## src/rtl/shift_row_bidir.sv

```systemverilog
// Bidirectional shifting row with parallel load, clear, per-slot valid tracking,
// serial spill-out of the displaced element and a registered occupancy count.
module shift_row_bidir #(
  parameter  int DATA_WIDTH = 8,
  parameter  int ROW_WIDTH  = 5,
  localparam int CNT_WIDTH  = $clog2(ROW_WIDTH + 1)
) (
  input  logic                  clk,
  input  logic                  srst,
  input  logic                  shift_en,
  input  logic                  shift_dir,
  input  logic [DATA_WIDTH-1:0] shift_data,
  input  logic                  load_en,
  input  logic [DATA_WIDTH-1:0] load_data [ROW_WIDTH],
  input  logic                  clear,
  output logic [DATA_WIDTH-1:0] parallel_odata [ROW_WIDTH],
  output logic [ROW_WIDTH-1:0]  slot_valid,
  output logic [DATA_WIDTH-1:0] serial_odata,
  output logic                  serial_ovalid,
  output logic [CNT_WIDTH-1:0]  fill_count,
  output logic                  full,
  output logic                  empty
);

  logic [DATA_WIDTH-1:0] data_q [ROW_WIDTH];
  logic [DATA_WIDTH-1:0] data_d [ROW_WIDTH];
  logic [ROW_WIDTH-1:0]  valid_q, valid_d;
  logic [DATA_WIDTH-1:0] sdata_q, sdata_d;
  logic                  svalid_q, svalid_d;
  logic [CNT_WIDTH-1:0]  count_q, count_d;

  always_comb begin
    data_d   = data_q;
    valid_d  = valid_q;
    sdata_d  = sdata_q;
    svalid_d = 1'b0;
    if (clear) begin
      for (int unsigned k = 0; k < ROW_WIDTH; k++) data_d[k] = '0;
      valid_d = '0;
    end else if (load_en) begin
      data_d  = load_data;
      valid_d = '1;
    end else if (shift_en) begin
      if (!shift_dir) begin
        for (int unsigned k = 1; k < ROW_WIDTH; k++) data_d[k] = data_q[k-1];
        data_d[0] = shift_data;
        valid_d   = {valid_q[ROW_WIDTH-2:0], 1'b1};
        sdata_d   = data_q[ROW_WIDTH-1];
        svalid_d  = valid_q[ROW_WIDTH-1];
      end else begin
        for (int unsigned k = 0; k < ROW_WIDTH - 1; k++) data_d[k] = data_q[k+1];
        data_d[ROW_WIDTH-1] = shift_data;
        valid_d  = {1'b1, valid_q[ROW_WIDTH-1:1]};
        sdata_d  = data_q[0];
        svalid_d = valid_q[0];
      end
    end
    // Count is taken from the next-state valids so it lands in the same cycle.
    count_d = '0;
    for (int unsigned k = 0; k < ROW_WIDTH; k++) count_d = count_d + CNT_WIDTH'(valid_d[k]);
  end

  always_ff @(posedge clk) begin
    if (srst) begin
      for (int unsigned k = 0; k < ROW_WIDTH; k++) data_q[k] <= '0;
      valid_q  <= '0;
      sdata_q  <= '0;
      svalid_q <= 1'b0;
      count_q  <= '0;
    end else begin
      data_q   <= data_d;
      valid_q  <= valid_d;
      sdata_q  <= sdata_d;
      svalid_q <= svalid_d;
      count_q  <= count_d;
    end
  end

  assign parallel_odata = data_q;
  assign slot_valid     = valid_q;
  assign serial_odata   = sdata_q;
  assign serial_ovalid  = svalid_q;
  assign fill_count     = count_q;
  assign full           = (count_q == CNT_WIDTH'(ROW_WIDTH));
  assign empty          = (count_q == '0);

endmodule
```

## config.mk

```make
export PLATFORM = sky130hd
export DESIGN_NAME = shift_row_bidir
export DESIGN_NICKNAME = d
export VERILOG_FILES = /design/src/rtl/shift_row_bidir.sv
export SDC_FILE = /design/constraint.sdc
export NUM_CORES = 1
export LEC_CHECK = 0
export CAP_MARGIN = 15
export CORE_AREA = 2 2 97 136
export DETAILED_ROUTE_END_ITERATION = 16
export DIE_AREA = 0 0 99 138
export PLACE_DENSITY = 0.57
export SYNTH_ARGS = -nofsm -noshare
export SYNTH_HDL_FRONTEND = slang
export SYNTH_SLANG_ARGS = --single-unit
export TNS_END_PERCENT = 10
```

## constraint.sdc

```tcl
create_clock -name clk -period 5.6 [get_ports clk]
set_input_delay 1.12 -clock clk [delete_from_list [all_inputs] [get_ports clk]]
set_output_delay 1.12 -clock clk [all_outputs]
set_load 0.005 [all_outputs]
```

# Word level (Yosys, flattened, before mapping)
# Cells that the tools add are included.
# word_totals
reg_bits	57
latchBits	0
ram_bits	0
romBits	0
inputBits	54
output_inout_bits	59
wordCells	31
n_memories	0
# op_classes
add_sub_neg	4
n_mul	0
div_mod_pow	0
order_cmp	0
n_eq_ne	1
n_shift	0
muxes	9
bitwise	3
n_reduce_logical	5
# ops
op	count
40-bit two-way mux	3
5-bit two-way mux	4
8-bit two-way mux	1
3-bit by 1-bit adder with 3-bit output	2
4-bit OR reduction	1
2-bit by 1-bit adder with 3-bit output	1
3-bit equality test (second input constant)	1
3-bit zero test	1
1-bit NOT	3
3-bit AND reduction	1
1-bit by 1-bit adder with 2-bit output	1
2-bit nonzero test	1
2-bit OR reduction	1
1-bit two-way mux	1

# Logic depth before layout (Yosys ltp)
# logic_depth
word_depth	8
depth_mapped	11
ltp_nobuf	8

# Worst setup path before layout
# Ideal clock, no wire load.
# synth_timing
path_type	in2reg
from	in load_en
to	reg count_q[1], in the netlist fill_count[1]
setup_time_ns	0.128
arrival_time_ns	3.277
required_ns	5.472
slack_ns	2.194
stages	10
n_path_buf	3
path_cell_list	buf_2 > buf_2 > buf_2 > a21oi_1 > or2_2 > fa_1 > inv_1 > fa_1 > ha_1 > nor2b_1
# synth_between
elab_chain_cells	6
# synth_rtl
element	line	source
start: declaration	13	input logic load_en,
5-bit two-way mux *	40	end else if (load_en) begin
5-bit two-way mux *	37	if (clear) begin
1-bit by 1-bit adder with 2-bit output	60	for (int unsigned k = 0; k < ROW_WIDTH; k++) count_d = count_d + CNT_WIDTH'(valid_d[k]);
2-bit by 1-bit adder with 3-bit output	60	
3-bit by 1-bit adder with 3-bit output	60	
3-bit by 1-bit adder with 3-bit output *	60	
via count_d[1]	30	logic [CNT_WIDTH-1:0] count_q, count_d;
end signal: assignment	75	count_q <= count_d;
end: declaration	30	
# Mark *: on every way through the listed nets, which the timed path passes. The rest lies on a longest branch.
# A chain may end at the register's enable or synchronous reset.

# Final worst setup path
# layout_timing
from	in clear
to	reg count_q[1], in the netlist fill_count[1]
# layout_between
elab_chain_cells	5
# layout_rtl
element	line	source
start: declaration	15	input logic clear,
5-bit two-way mux *	37	
1-bit by 1-bit adder with 2-bit output	60	
2-bit by 1-bit adder with 3-bit output	60	
3-bit by 1-bit adder with 3-bit output	60	
3-bit by 1-bit adder with 3-bit output *	60	
via count_d[1]	30	
# Marked as above.

==> results by group <==
Outcome
  • Status: complete, no violations

Finish
  • Design area: 0.004448 mm^2
  • Layout fillers: 1307
  • Number of diodes: 0
  • Synth-to-layout area growth: 46.00%
  • Commonest non-fill, non-tap cell in the layout: clkdlybuf4s50_1
  • Share of cells above drive strength 1: 5.531%
  • Commonest non-fill, non-tap cells in the layout: clkdlybuf4s50_1, dfxtp_1, nor2_1
  • Final net count: 505

Clock network
  • Clock latency on the worst-skew pair: 0.32 ns
  • Root Buffer: clkbuf_16
  • CTS tree: done
  • Post-CTS setup buffer count: 0
  • CTS resizes: 0
  • CTS Buf Count: 9
  • CTS clk-pin slew, worst paths: 0.05 ns
  • Max clock buf depth: 2
  • Sink Count: 57
  • CTS hold repair buffers: 0
  • H-tree depth: 3

Yosys
  • Gate Count Post-Synth: 356
  • Netlist cell types: 25
  • Simple-gate area share of the yosys netlist: 16.76%
  • Ys Warns: 0
  • Yosys reg bits: 57
  • Xor/xnor share of the synthesized area: 0%
  • Synth Area in Compound Gates: 21.11%
  • Seq/Total Area, Yosys: 37.45%
  • Largest family of logic cells by synthesized area: compound AO/OA/AOI/OAI gates
  • Synthesized area: 0.003047 mm^2
  • Mux share of post-synthesis cell area: 16.10%
  • Mapped Avg Cell Area: 8.558 um^2
  • Syn nets: 413
  • Adder-cell area share of the yosys netlist: 1.725%

GRT
  • GR Util All Layers: 14.66%
  • Grt ovf: 0
  • Initial antenna violation count: 0
  • First-pass GRT wire length: 15.67 mm
  • Largest net degree at the start of global routing: 82
  • Vias in the first global route: 2878

Detailed routing
  • Post-detailed-route count of antenna-violating nets: 0
  • Met2 wire length: 5.246 mm
  • Via Count: 2897
  • Residual DRC: 0
  • DRT iter0 DRCs: 106
  • Routed wire per std cell: 16.69 um
  • Via-per-instance ratio: 4.788
  • Metal3 WL: 507 um
  • Routed Wire Length: 10.10 mm
  • DRT Pass-1 Iters: 4
  • Top Metal Used: met4
  • M1 wire length: 4.264 mm

Min path
  • Hold path cells: 2
  • Worst Hold Class: flop to flop

Placement
  • Placer Congestion: 0.7719
  • Cell Area, Placed: 0.004165 mm^2
  • HPWL after DPL: 7.433 mm
  • Port Buffer Count: 112

Pwr
  • Pleak: 0.001766 uW
  • Worst vdd ir: 0.1059 mV
  • Power Total: 1161 uW
  • PD cells: 261.0 mW/mm^2

Run
  • Max-cap violation count: 0

Timing
  • Slew Limit Fails: 0
  • Slew @ Worst Pin: 0.9401 ns
  • Setup TNS: 0 ns
  • RSZ-0062 raised after global routing: false
  • Final setup fails: 0
  • Normalized max-slew margin: 37.33%
  • Period utilisation layout: 57.21%
  • Fin Clk Skew: 0.008305 ns
  • Tmin final: 3.204 ns
  • Final Hold Vio Count: 0
  • Fmax: 312.1 MHz

Setup path
  • Setup crit end kind: flop
  • Arrival time at the worst endpoint: 3.39 ns
  • Register-to-Register Path Depth: 8
  • Critical Path RT: 5.79 ns
  • Setup CP Type: input pin to flop
  • Critical path fanouts, max: 7
  • CP Launch Type: input pin

Floorplan
  • Die height: 138 um
  • I/O pin count: 113
  • Die width: 99 um
  • Area of the core: 0.01257 mm^2
  • Initial core utilization: 24.24%
  • Die area: 0.01366 mm^2
  • Core Rows: 49
## routing by layer
metal | track usage [%] | vias to the layer above
met4 | 4.326 | 0
li1 | - | 1437
met2 | 25.85 | 93
met1 | 17.66 | 1361
met5 | 0 | -
met3 | 3.185 | 6
## flip-flops by register name, summed over array words and instances (netlist names)
| name | flops |
|---|---|
| parallel_odata | 40 |
| serial_odata | 8 |
| serial_ovalid | 1 |
| slot_valid | 5 |
| fill_count | 3 |
## cells in the mapped netlist (all sizes together)
cell type	n	area, um^2
inv	2	7.510
nand2b	1	6.260
clkbuf	14	52.55
fa	2	40.04
nand3b	1	7.510
buf	20	148.9
ha	1	12.51
or3	2	12.51
nor2b	6	37.54
or3b	1	8.760
mux2i	49	490.5
a211oi	11	82.58
nor3	9	45.04
nor3b	1	18.77
dfxtp	57	1141
nor2	52	195.2
or2	4	25.02
a211o	40	350.3
nand2	41	153.9
a21oi	42	210.2
## report_power, final
group          switching (uW)  internal (uW)  total [uW]
sequential               22.1            427         449
clock                     176            331         508
combinational            88.0            116         204
total                     287            874        1160
## path summary, 6_finish.rpt
| check | startpoint | slack, ns | end |
|---|---|---|---|
| max | clear | 2.40 | fill_count[1] |
| min | serial_odata[3] | 0.50 | serial_odata[3] |
| max reg2reg | slot_valid[0] | 3.18 | fill_count[1] |
| min reg2reg | serial_odata[3] | 0.50 | serial_odata[3] |
## kinds of logic after synthesis
logic type | count (synthesis)
and+or+nand+nor | 118
buffers and inverters | 36
muxes | 49
adders and majority gates | 3
DFF | 57
AOI/OAI and AO/OA | 93
## worst max-delay path, stage by stage
cell and delay [ns]:
clkdlybuf4s50_1 0.53, or3_1 0.44, fa_1 0.51, inv_1 0.05
fa_1 0.35, ha_1 0.27, nor2b_1 0.12
## metrics by stage
| stage | utilization, % | instances | hold slack [ns] | setup WS, ns |
|---|---|---|---|---|
| after floorplan | - | 356 | 0.4938 | 2.194 |
| after global placement | 33.14 | 590 | 0.4962 | 2.059 |
| after detailed placement | 33.14 | 590 | 0.4969 | 2.053 |
| after CTS | 35.39 | 605 | 0.5036 | 2.392 |
| after global routing | 35.39 | 605 | 0.5289 | 2.245 |
| final | 35.39 | 605 | 0.5006 | 2.396 |
## layout make-up
cell class                 count  area (um^2)  share of cell area (%)
sequential                    57         1141                   25.65
clock inverter                 2        12.51                  0.2813
timing repair buffer         115         1129                   25.37
multi-input combinational    263         1697                   38.14
tap                          153        191.4                   4.304
clock buffer                  13        270.3                   6.076
inverter                       2        7.507                  0.1688
No activity file was read; power rests on OpenSTA's default activity.
